File: src/rtl/vid_bt656_pkg.sv
// Shared types and constants for the BT.656 sequencer.
// Build option: VID_BT656_PROT_EN enables checking of the XY protection bits.
package vid_bt656_pkg;

  // Parser states: blanking, the three bytes after 0xFF, then the 4:2:2 pair bytes.
  typedef enum logic [2:0] {
    ST_BLANK = 3'd0,
    ST_TRS1  = 3'd1,
    ST_TRS2  = 3'd2,
    ST_TRS3  = 3'd3,
    ST_CB    = 3'd4,
    ST_Y0    = 3'd5,
    ST_CR    = 3'd6,
    ST_Y1    = 3'd7
  } bt656_state_t;

  // Timing reference preamble bytes.
  localparam logic [7:0] TRS_FF = 8'hFF;
  localparam logic [7:0] TRS_00 = 8'h00;

  // Bit positions inside the XY status byte.
  localparam int XY_ONE = 7;
  localparam int XY_F   = 6;
  localparam int XY_V   = 5;
  localparam int XY_H   = 4;
  localparam int XY_P3  = 3;
  localparam int XY_P2  = 2;
  localparam int XY_P1  = 1;
  localparam int XY_P0  = 0;

  // Sync and valid flags that travel alongside the converter pipeline.
  typedef struct packed {
    logic valid;
    logic h;
    logic v;
    logic f;
  } sideband_t;

  // One captured 4:2:2 pair, in stream order.
  typedef struct packed {
    logic [7:0] cb;
    logic [7:0] y0;
    logic [7:0] cr;
    logic [7:0] y1;
  } ycbcr_pair_t;

  // True when the protection nibble agrees with F, V and H.
  function automatic logic xy_prot_ok(input logic [7:0] xy);
    logic f, v, h;
    f = xy[XY_F];
    v = xy[XY_V];
    h = xy[XY_H];
    return (xy[XY_P3] == (v ^ h)) && (xy[XY_P2] == (f ^ h)) &&
           (xy[XY_P1] == (f ^ v)) && (xy[XY_P0] == (f ^ v ^ h));
  endfunction

endpackage

File: src/rtl/vid_ycbcr2rgb.sv
// BT.601 studio-range YCbCr to 8-bit RGB converter, LAT cycles deep (LAT >= 2).
// Phase selects which luma sample of the held pair is converted this cycle.
module vid_ycbcr2rgb
  import vid_bt656_pkg::*;
#(
  parameter int LAT = 5
) (
  input  logic        clk,
  input  logic        valid,
  input  logic        phase,
  input  ycbcr_pair_t pair,
  output logic [7:0]  r,
  output logic [7:0]  g,
  output logic [7:0]  b
);

  logic signed [9:0] y_off, cb_off, cr_off;
  int                r_acc, g_acc, b_acc;
  logic [23:0]       rgb_pipe [0:LAT-2];

  function automatic logic [7:0] clamp8(input int v);
    if (v < 0)   return 8'h00;
    if (v > 255) return 8'hFF;
    return v[7:0];
  endfunction

  // Stage 1: pick the luma sample and remove the studio-range offsets.
  // NOTE: datapath registers carry no reset; only the sideband valid decides
  // whether their contents are ever shown, so resetting them buys nothing.
  always_ff @(posedge clk) begin
    if (valid) begin
      y_off  <= $signed({2'b00, (phase ? pair.y1 : pair.y0)}) - 10'sd16;
      cb_off <= $signed({2'b00, pair.cb}) - 10'sd128;
      cr_off <= $signed({2'b00, pair.cr}) - 10'sd128;
    end
  end

  // Matrix in 8.8 fixed point with round-to-nearest.
  // NOTE: every variable written here gets a value before any branch, so no
  // latch can be inferred.
  always_comb begin
    r_acc = 298 * int'(y_off) + 409 * int'(cr_off) + 128;
    g_acc = 298 * int'(y_off) - 100 * int'(cb_off) - 208 * int'(cr_off) + 128;
    b_acc = 298 * int'(y_off) + 516 * int'(cb_off) + 128;
  end

  // Stage 2 clamps to 8 bits, then padding stages bring the depth up to LAT.
  // NOTE: sequential state uses non-blocking assignments so every stage
  // samples the previous stage's old value.
  always_ff @(posedge clk) begin
    rgb_pipe[0] <= {clamp8(r_acc >>> 8), clamp8(g_acc >>> 8), clamp8(b_acc >>> 8)};
    for (int i = 1; i < LAT - 1; i++) begin
      rgb_pipe[i] <= rgb_pipe[i-1];
    end
  end

  assign {r, g, b} = rgb_pipe[LAT-2];

endmodule

File: src/rtl/vid_bt656_seq.sv
// BT.656 byte-stream parser and pair sequencer feeding vid_ycbcr2rgb.
// Sync/valid flags are delayed VID_LAT cycles so they line up with RGB.
// Build option: VID_BT656_PROT_EN checks the XY protection nibble.
module vid_bt656_seq
  import vid_bt656_pkg::*;
#(
  parameter int VID_LAT = 5
) (
  input  logic        clk,
  input  logic        rst,
  input  logic [7:0]  in_data,
  input  logic        in_stb,
  output logic [7:0]  out_r,
  output logic [7:0]  out_g,
  output logic [7:0]  out_b,
  output logic        out_valid,
  output logic        out_hs,
  output logic        out_vs,
  output logic        out_field,
  output logic        out_sof,
  output logic        stat_err,
  output logic [11:0] stat_line_px
);

  bt656_state_t state, state_nxt;

  logic        is_ff, is_00, xy_ok;
  logic        err_det, flag_upd, trs_enter;
  logic        cap_cb, cap_y0, cap_cr, load_pair;
  logic        flag_f, flag_v, flag_h, v_fell, pre_trs_cb;
  logic [7:0]  cb_q, y0_q, cr_q;
  ycbcr_pair_t pair_q;
  logic        launch_ph0, launch_ph1, conv_valid;
  logic [11:0] px_cnt;
  sideband_t   sb_in, sb_out;
  sideband_t   sb_pipe [VID_LAT];
  logic [7:0]  conv_r, conv_g, conv_b;

  assign is_ff = (in_data == TRS_FF);
  assign is_00 = (in_data == TRS_00);

`ifdef VID_BT656_PROT_EN
  assign xy_ok = in_data[XY_ONE] && xy_prot_ok(in_data);
`else
  assign xy_ok = in_data[XY_ONE];
`endif

  // Parser state register.
  always_ff @(posedge clk) begin
    if (rst) state <= ST_BLANK;
    else     state <= state_nxt;
  end

  // Parser next state; 0xFF restarts a timing reference from any state.
  always_comb begin
    state_nxt = state;
    if (in_stb) begin
      if (is_ff) begin
        state_nxt = ST_TRS1;
      end else begin
        unique case (state)
          ST_BLANK: state_nxt = ST_BLANK;
          ST_TRS1:  state_nxt = is_00 ? ST_TRS2 : ST_BLANK;
          ST_TRS2:  state_nxt = is_00 ? ST_TRS3 : ST_BLANK;
          ST_TRS3:  state_nxt = (xy_ok && !in_data[XY_H] && !in_data[XY_V]) ? ST_CB : ST_BLANK;
          ST_CB:    state_nxt = ST_Y0;
          ST_Y0:    state_nxt = ST_CR;
          ST_CR:    state_nxt = ST_Y1;
          ST_Y1:    state_nxt = ST_CB;
          default:  state_nxt = ST_BLANK;
        endcase
      end
    end
  end

  // Parser outputs: capture strobes, XY acceptance and error detection.
  always_comb begin
    err_det   = 1'b0;
    flag_upd  = 1'b0;
    trs_enter = 1'b0;
    cap_cb    = 1'b0;
    cap_y0    = 1'b0;
    cap_cr    = 1'b0;
    load_pair = 1'b0;
    if (in_stb) begin
      if (is_ff) begin
        trs_enter = !(state inside {ST_TRS1, ST_TRS2, ST_TRS3});
        err_det   = state inside {ST_Y0, ST_CR, ST_Y1};
      end else begin
        unique case (state)
          ST_TRS1, ST_TRS2: err_det = !is_00;
          ST_TRS3: begin
            err_det  = !xy_ok;
            flag_upd = xy_ok;
          end
          ST_CB:   cap_cb    = 1'b1;
          ST_Y0:   cap_y0    = 1'b1;
          ST_CR:   cap_cr    = 1'b1;
          ST_Y1:   load_pair = 1'b1;
          default: ;
        endcase
      end
    end
  end

  // Sync flags from accepted XY bytes, and the sticky "V fell" marker.
  always_ff @(posedge clk) begin
    if (rst) begin
      flag_f <= 1'b0;
      flag_v <= 1'b1;
      flag_h <= 1'b1;
      v_fell <= 1'b0;
    end else begin
      if (flag_upd) begin
        flag_f <= in_data[XY_F];
        flag_v <= in_data[XY_V];
        flag_h <= in_data[XY_H];
      end
      if (flag_upd && flag_v && !in_data[XY_V]) v_fell <= 1'b1;
      else if (out_sof)                          v_fell <= 1'b0;
    end
  end

  // Remember whether the stream was between pairs when the preamble began,
  // so an EAV only reports a line that ended cleanly.
  always_ff @(posedge clk) begin
    if (rst)            pre_trs_cb <= 1'b0;
    else if (trs_enter) pre_trs_cb <= (state == ST_CB);
  end

  // Byte capture and pair register; the pair stays put for both phases.
  always_ff @(posedge clk) begin
    if (cap_cb) cb_q <= in_data;
    if (cap_y0) y0_q <= in_data;
    if (cap_cr) cr_q <= in_data;
    if (load_pair) pair_q <= '{cb: cb_q, y0: y0_q, cr: cr_q, y1: in_data};
  end

  // Two-cycle launch: phase 0 the cycle after the load, phase 1 the next.
  always_ff @(posedge clk) begin
    if (rst) begin
      launch_ph0 <= 1'b0;
      launch_ph1 <= 1'b0;
    end else begin
      launch_ph0 <= load_pair;
      launch_ph1 <= launch_ph0;
    end
  end

  assign conv_valid = launch_ph0 | launch_ph1;

  // Pixel counter, cleared at SAV, saturating at the 12-bit maximum.
  always_ff @(posedge clk) begin
    if (rst) begin
      px_cnt <= '0;
    end else if (flag_upd && !in_data[XY_H] && !in_data[XY_V]) begin
      px_cnt <= '0;
    end else if (launch_ph0) begin
      px_cnt <= (px_cnt >= 12'd4094) ? 12'd4095 : px_cnt + 12'd2;
    end
  end

  // Status: error pulse and line width latched at EAV.
  always_ff @(posedge clk) begin
    if (rst) begin
      stat_err     <= 1'b0;
      stat_line_px <= '0;
    end else begin
      stat_err <= err_det;
      if (flag_upd && in_data[XY_H] && pre_trs_cb) stat_line_px <= px_cnt;
    end
  end

  assign sb_in = '{valid: conv_valid, h: flag_h, v: flag_v, f: flag_f};

  // Sideband delay line matching the converter depth.
  // NOTE: unlike the pixel data, this array is reset element by element,
  // because a stale valid bit would emit a phantom pixel after reset.
  always_ff @(posedge clk) begin
    if (rst) begin
      for (int i = 0; i < VID_LAT; i++) sb_pipe[i] <= '0;
    end else begin
      sb_pipe[0] <= sb_in;
      for (int i = 1; i < VID_LAT; i++) sb_pipe[i] <= sb_pipe[i-1];
    end
  end

  assign sb_out = sb_pipe[VID_LAT-1];

  vid_ycbcr2rgb #(
    .LAT (VID_LAT)
  ) u_conv (
    .clk   (clk),
    .valid (conv_valid),
    .phase (launch_ph1),
    .pair  (pair_q),
    .r     (conv_r),
    .g     (conv_g),
    .b     (conv_b)
  );

  assign out_valid = sb_out.valid;
  assign out_hs    = sb_out.h;
  assign out_vs    = sb_out.v;
  assign out_field = sb_out.f;
  assign out_sof   = sb_out.valid & v_fell;
  assign out_r     = sb_out.valid ? conv_r : 8'h00;
  assign out_g     = sb_out.valid ? conv_g : 8'h00;
  assign out_b     = sb_out.valid ? conv_b : 8'h00;

endmodule
File: config.mk
export PLATFORM = sky130hd
export DESIGN_NAME = vid_bt656_seq
export DESIGN_NICKNAME = d
export VERILOG_FILES = /design/src/rtl/vid_bt656_pkg.sv /design/src/rtl/vid_ycbcr2rgb.sv /design/src/rtl/vid_bt656_seq.sv
export SDC_FILE = /design/constraint.sdc
export NUM_CORES = 1
export LEC_CHECK = 0
export ABC_AREA = 1
export BUFFER_PORTS_ARGS = -buffer_cell sky130_fd_sc_hd__clkbuf_2
export CORE_UTILIZATION = 60
export DETAILED_ROUTE_END_ITERATION = 16
export PLACE_DENSITY = 0.73
export SYNTH_ARGS = -nofsm -noshare
export SYNTH_HDL_FRONTEND = slang
export SYNTH_SLANG_ARGS = --single-unit
File: constraint.sdc
create_clock -name clk -period 7.8 [get_ports clk]
set_input_delay 0.78 -clock clk [delete_from_list [all_inputs] [get_ports clk]]
set_output_delay 0.78 -clock clk [all_outputs]
set_load 0.01 [all_outputs]
==> flow_summary.toml, run 1 <==
[die]
num_io_pins = 53
initial_core_util_pct = 61.9
die_height_microns = 164
die-area_sq_mm = 0.0269
core_region_area_sq_mm = 0.0255
std_cell_rows = 58
die_w_microns = 164

[status]
outcome = "finished clean"

[critical_path]
timing.critical_path.slowest_cell_delay_ns = 0.58
timing.critical_path.to_type = "flip-flop"
critical_path_cell_with_the_highest_stage_delay = "fa_1"
crit_path_max_fanout = 8
worst-endpoint-required_ns = 8.22
critPathArrivalTime_ns = 7.39
worst_setup_path_start_kind = "flip-flop"
worst-setup-path-type = "reg2reg"
worst_path_most_repeated_cell = "nand2_1"

[power_and_ir_drop]
irDropWorstVdd_uv = 213
total_power_of_the_final_layout_w = 0.00235
pwr_density_cell_mw_per_mm2 = 137
power_leakage_nw = 8.92

[sta]
final.setup.worst_slack_ns = 0.830
tns_ns = 0
layout_worst_path_cycle_share_pct = 89.4
final-setup-viol-count = 0
finalMaxSlewViolations = 0
timing.fmax_mhz = 143
max_slew_margin_pct = 24.1
report.final.hold_viol_count = 0
tightest_slew_ns = 1.14
grt_setup_unrepaired = "false"
final.min_clock_period_ns = 6.97
timing.clock.skew_ns = 0.0195

[layout]
finalNetCount = 2199
drive_gt1_share_pct = 7.91
final_core_density_pct = 67.5
mostFrequentLayoutCells = "350 x inv_1, 311 x nand2_1, 280 x ha_1, 151 x dfxtp_1, 115 x a21oi_1"
layout_commonest_cell = "inv_1"
synthToLayoutAreaGrowth_pct = 9.03
antenna_cells = 0

[synth]
ys_warn_count = 0
syn-instance-count = 1783
synth_area_sq_mm = 0.0158
yosysSeqAreaShare_pct = 34.6
synth_top_area_share_pct = 22.2
synthFlopType = "dfxtp_1"
synthesized_net_count = 2128
synth.lib_cells_used.distinct = 47
synth-edff-count = 81
synth.ff_latch_count = 232
postSynthAreaPerCell_sq_um = 8.84
library_cell_occupying_the_most_area_in_the_post_synthesis_netlist = "ha_1"
synthArstFlopShare_pct = 0
synth.area.top_cells = "ha_1 22%, dfxtp_1 19%, edfxtp_1 15%"

[cts]
post_cts.resized_instances = 0
clock_insertion_delay_worst_skew_ns = 0.53
cts-root-to-sink-buffers = 3
clkTransAtPathRegs_ns = 0.06
ctsHtreeMaxLevel = 1
post_cts_repair_setup_buffers = 0
tritoncts = "yes"
tritoncts.num_buffers = 23
cts_sinks = 232
cts_hold_repair.buffers = 0
clock_tree.root_cell = "clkbuf_16"

[detailed_routing]
drt-initial-drc-count = 484
post_drt_wl_per_cell_microns = 14.4
detail_route.drc_violations = 0
antenna_violating_nets_post_route = 0
vias = 11500
drt-vias-per-instance = 5.22
route.final.wire_length_microns = 31600
drt_pre_antenna_iters = 5

[grt]
globalRouteTotalUtil_pct = 24.5
grt_pass1_vias = 11200
first_pass_grt_wire_length_microns = 52300
grt_antenna_before_repair = 0
grt_start_max_net_pins = 29
grt.overflow.total = 0

[placement]
io_buffers = 52
dp_slack_ns = 0.881
globalplace.congestion = 0.940
detailedPlacementHpwl_microns = 25900

[min_path]
worstHoldPathType = "reg2reg"

[flow_run]
timing.max_cap.violations = 0
-- registers in the layout, indices dropped and copies added (netlist names) --
| name | count |
|---|---|
| flag_h | 1 |
| pre_trs_cb | 1 |
| cr_q | 8 |
| stat_err | 1 |
| cb_q | 8 |
| launch_ph0 | 1 |
| sb_pipe | 20 |
| y0_q | 8 |
| launch_ph1 | 1 |
| stat_line_px | 12 |
| px_cnt | 12 |
| state | 3 |
| flag_f | 1 |
| u_conv.cr_off | 8 |
| flag_v | 1 |
| u_conv.rgb_pipe | 96 |
| u_conv.cb_off | 8 |
| pair_q | 32 |
| u_conv.y_off | 9 |
| v_fell | 1 |
-- through the flow --
step	std cells	hold slack [ns]	area [sq um]
finish	2200	0.325	17200
CTS	2200	0.326	17200
detailed placement	2159	0.312	16400
global placement	2159	0.310	16400
global route	2200	0.328	17200
floorplan	1783	0.310	15800
-- synthesized netlist by cell type, types with 2 or more instances --
cell and n:
inv_2 10, o21a_1 8, buf_4 2, xnor2_1 28, o21bai_1 10, nor2_4 6
and3_1 3, o21ai_1 3, ha_1 280, a21oi_1 115, nor4_1 5, nor3_1 11
fa_1 54, and2_1 3, o2111ai_1 3, clkbuf_1 8, dfxtp_1 151, nand3_1 63
edfxtp_1 81, mux2i_1 3, nor2_1 105, o21ai_0 41, a31oi_1 6, nand3_2 6
or2_2 3, nor2_2 3, xor2_1 47, o211ai_1 3, a21o_1 6, inv_1 349
a21oi_2 2, nand3b_1 5, nand4_1 15, nand2_1 311, o31ai_1 2, nand2_2 18
nor3_2 4
-- final timing paths --
check / slack, ns / endpoint / cells after the start / from
setup / recovery: 0.83 / u_conv.rgb_pipe[0][12] / 31 / u_conv.y_off[3]
hold / removal: 0.33 / u_conv.rgb_pipe[1][13] / 0 / u_conv.rgb_pipe[0][13]
setup reg to reg: 0.83 / u_conv.rgb_pipe[0][12] / 31 / u_conv.y_off[3]
hold reg to reg: 0.33 / u_conv.rgb_pipe[1][13] / 0 / u_conv.rgb_pipe[0][13]
-- critical path, delay by kind of cell (launching register included) --
family | cells | cell delay, ns
AO/OA/AOI/OAI | 4 | 0.78
adder cells (fa/ha/maj) | 9 | 3.63
buffers and inverters | 4 | 0.22
flip-flops | 1 | 0.43
AND/OR/NAND/NOR | 14 | 1.76
-- power breakdown --
group	switching (W)	internal (W)	total (W)	leakage, nW
logic	0.0000131	0.00000430	0.0000174	6.56
registers	0.00000105	0.00125	0.00125	1.98
clock network	0.000441	0.000641	0.00108	0.382
total	0.000455	0.00189	0.00235	8.92
-- kinds of logic after synthesis --
kind of cell,count (synthesis),synth area share [%]
AND/OR/NAND/NOR,563,15.7
buffers and inverters,369,8.83
adder cells (fa/ha/maj),334,29.1
flip-flops,232,34.6
AO/OA/AOI/OAI,207,7.50
XOR/XNOR,75,4.17
multiplexers,3,0.190
-- per-layer routing --
metal	GRT usage [%]	routed length, microns	part of all wire, %
met5	0	0	0
met4	9.26	1250	3.9
met3	3.81	1240	3.9
met2	44.2	15500	49
met1	28.9	13700	43
-- cell type report --
class / count / area [sq um]
multi-input combinational: 1182 / 8920
inverter: 359 / 1350
timing repair buffer: 56 / 290
sequential: 232 / 5460
clock inverter: 8 / 88.8
fill: 2053 / 8280
tap: 330 / 413
clock buffer: 33 / 674
No activity file was read; power rests on OpenSTA's default activity.
==> inputs of run 2 (changes only) <==
--- a/config.mk
+++ b/config.mk
@@ -9,7 +9,7 @@
 export BUFFER_PORTS_ARGS = -buffer_cell sky130_fd_sc_hd__clkbuf_2
 export CORE_UTILIZATION = 60
 export DETAILED_ROUTE_END_ITERATION = 16
-export PLACE_DENSITY = 0.73
+export PLACE_DENSITY_LB_ADDON = 0.08
 export SYNTH_ARGS = -nofsm -noshare
 export SYNTH_HDL_FRONTEND = slang
 export SYNTH_SLANG_ARGS = --single-unit
==> constraint.sdc (replaced) <==
create_clock -name clk -period 7.8 [get_ports clk]
set_input_delay 0.78 -clock clk [delete_from_list [all_inputs] [get_ports clk]]
set_output_delay 0.78 -clock clk [all_outputs]
set_load 0.02 [all_outputs]
==> run 2 against run 1 <==
  * Hold slack worse by 0.0042 ns
  * Cell count is essentially flat
  * First-iteration DRC count grew 2.1%
  * Clock skew up 0.0041 ns
  * Clock power increased by 4%
  * Non-clock buffer count is the same
  * Fmax increased by 1.0%
  * Flip-flop and latch count unchanged
  * Utilization grew 0.17 points
  * Setup slack improved by 0.071 ns
  * Die area unchanged
  * Critical path type unchanged
==> flow_summary.toml, run 2 (synthesis gave the netlist of run 1 again) <==
[sta]
timing.clock.skew_ns = 0.0236
final.min_clock_period_ns = 6.90
report.final.hold_viol_count = 0
tightest_slew_ns = 1.13
layout_worst_path_cycle_share_pct = 88.4
grt_setup_unrepaired = "false"
final-setup-viol-count = 0
max_slew_margin_pct = 24.8
timing.fmax_mhz = 145
finalMaxSlewViolations = 0
tns_ns = 0

[placement]
globalplace.congestion = 0.906
detailedPlacementHpwl_microns = 25900
io_buffers = 52

[die]
die-area_sq_mm = 0.0269
die_height_microns = 164
std_cell_rows = 58
num_io_pins = 53
initial_core_util_pct = 61.9
die_w_microns = 164
core_region_area_sq_mm = 0.0255

[power_and_ir_drop]
pwr_density_cell_mw_per_mm2 = 138
power_leakage_nw = 8.94
irDropWorstVdd_uv = 207

[critical_path]
worst-setup-path-type = "reg2reg"
worst-endpoint-required_ns = 8.21
crit_path_max_fanout = 8
r2r_slack_ns = 0.90
worst_path_most_repeated_cell = "nand2_1"
critPathArrivalTime_ns = 7.31
timing.critical_path.to_type = "flip-flop"
critical_path_cell_with_the_highest_stage_delay = "fa_1"
timing.critical_path.slowest_cell_delay_ns = 0.58
worst_setup_path_start_kind = "flip-flop"

[layout]
top_register = "u_conv.rgb_pipe"
finalNetCount = 2200
top_flop_regs = "u_conv.rgb_pipe: 96 flops, pair_q: 32 flops, sb_pipe: 20 flops"
antenna_cells = 0
fillers = 2129
multi_input_area_sq_mm = 0.00892
final_core_density_pct = 67.7
area.sequential_sq_mm = 0.00546
layout_commonest_cell = "inv_1"
largest_reg_flops = 96
synthToLayoutAreaGrowth_pct = 9.30
drive_gt1_share_pct = 8.12
mostFrequentLayoutCells = "349 x inv_1, 311 x nand2_1, 280 x ha_1, 151 x dfxtp_1, 115 x a21oi_1"

[detailed_routing]
drt-vias-per-instance = 5.15
post_drt_wl_per_cell_microns = 14.2
route.final.wire_length_microns = 31400
antenna_violating_nets_post_route = 0
detail_route.drc_violations = 0
drt-initial-drc-count = 494
drt_pre_antenna_iters = 5
vias = 11300

[grt]
globalRouteTotalUtil_pct = 24.4
grt_start_max_net_pins = 33
grt_pass1_vias = 11200
first_pass_grt_wire_length_microns = 52200
grt.overflow.total = 0
grt_antenna_before_repair = 0

[cts]
cts_sinks = 232
ctsHtreeMaxLevel = 1
clock_tree.root_cell = "clkbuf_16"
tritoncts = "yes"
tritoncts.num_buffers = 24
post_cts_repair_setup_buffers = 0
cts-root-to-sink-buffers = 3
cts_hold_repair.buffers = 0
clkTransAtPathRegs_ns = 0.06
post_cts.resized_instances = 0
clock_insertion_delay_worst_skew_ns = 0.53

[flow_run]
timing.max_cap.violations = 0

[min_path]
worstHoldPathType = "reg2reg"

[status]
outcome = "finished clean"
-- run 2: cell types whose count changed in the layout (fill, tap and decap cells not counted), sizes merged --
cell	delta
clkbuf	+2
clkinvlp	+1
clkinv	+2
inv	-3
-- run 2: metal layers --
| metal | vias up | global-route usage (%) | share of wire, % |
|---|---|---|---|
| met5 | - | 0 | 0 |
| met4 | 0 | 8.46 | 3.6 |
| met3 | 67 | 3.74 | 3.8 |
| met2 | 196 | 43.5 | 48 |
| met1 | 5170 | 29.9 | 45 |
| li1 | 5904 | - | - |
-- run 2: area by class of cell --
type                    instances  area share (%)
multi-input cells            1182            51.8
inverters                     359            7.82
repair buffers                 56            1.68
clock buffers                  35            4.09
flip-flops and latches        232            31.6
clock inverters                 8           0.581
well taps                     330            2.40
-- run 2: final timing paths --
| check | from | end | cells past startpoint |
|---|---|---|---|
| setup / recovery | u_conv.y_off[3] | u_conv.rgb_pipe[0][13] | 32 |
| hold / removal | u_conv.rgb_pipe[2][1] | u_conv.rgb_pipe[3][1] | 0 |
| setup reg to reg | u_conv.y_off[3] | u_conv.rgb_pipe[0][13] | 32 |
| hold reg to reg | u_conv.rgb_pipe[2][1] | u_conv.rgb_pipe[3][1] | 0 |
-- run 2: report_power, final --
group,switching (W),total (W),internal (W)
Clock,0.000452,0.00112,0.000667
Sequential,0.00000101,0.00125,0.00125
Combinational,0.0000133,0.0000176,0.00000430
-- run 2: critical path: cells and delay by family (launching register included) --
| kind | cells | cell delay, ns |
|---|---|---|
| flip-flops | 1 | 0.42 |
| buffers and inverters | 5 | 0.29 |
| AO/OA/AOI/OAI | 4 | 0.76 |
| AND/OR/NAND/NOR | 14 | 1.68 |
| adder cells (fa/ha/maj) | 9 | 3.61 |
-- run 2: metrics by stage --
step	power (W)	setup WS, ns	hold slack [ns]	instance area [sq um]	cells
final	0.00239	0.901	0.321	17200	2202
after global routing	0.00246	0.294	0.326	17200	2202
after CTS	0.00241	0.904	0.320	17200	2202
after detailed placement	0.00129	0.942	0.312	16400	2159
after global placement	0.00129	1.09	0.310	16400	2159
after floorplan	0.00128	1.77	0.310	15800	1783
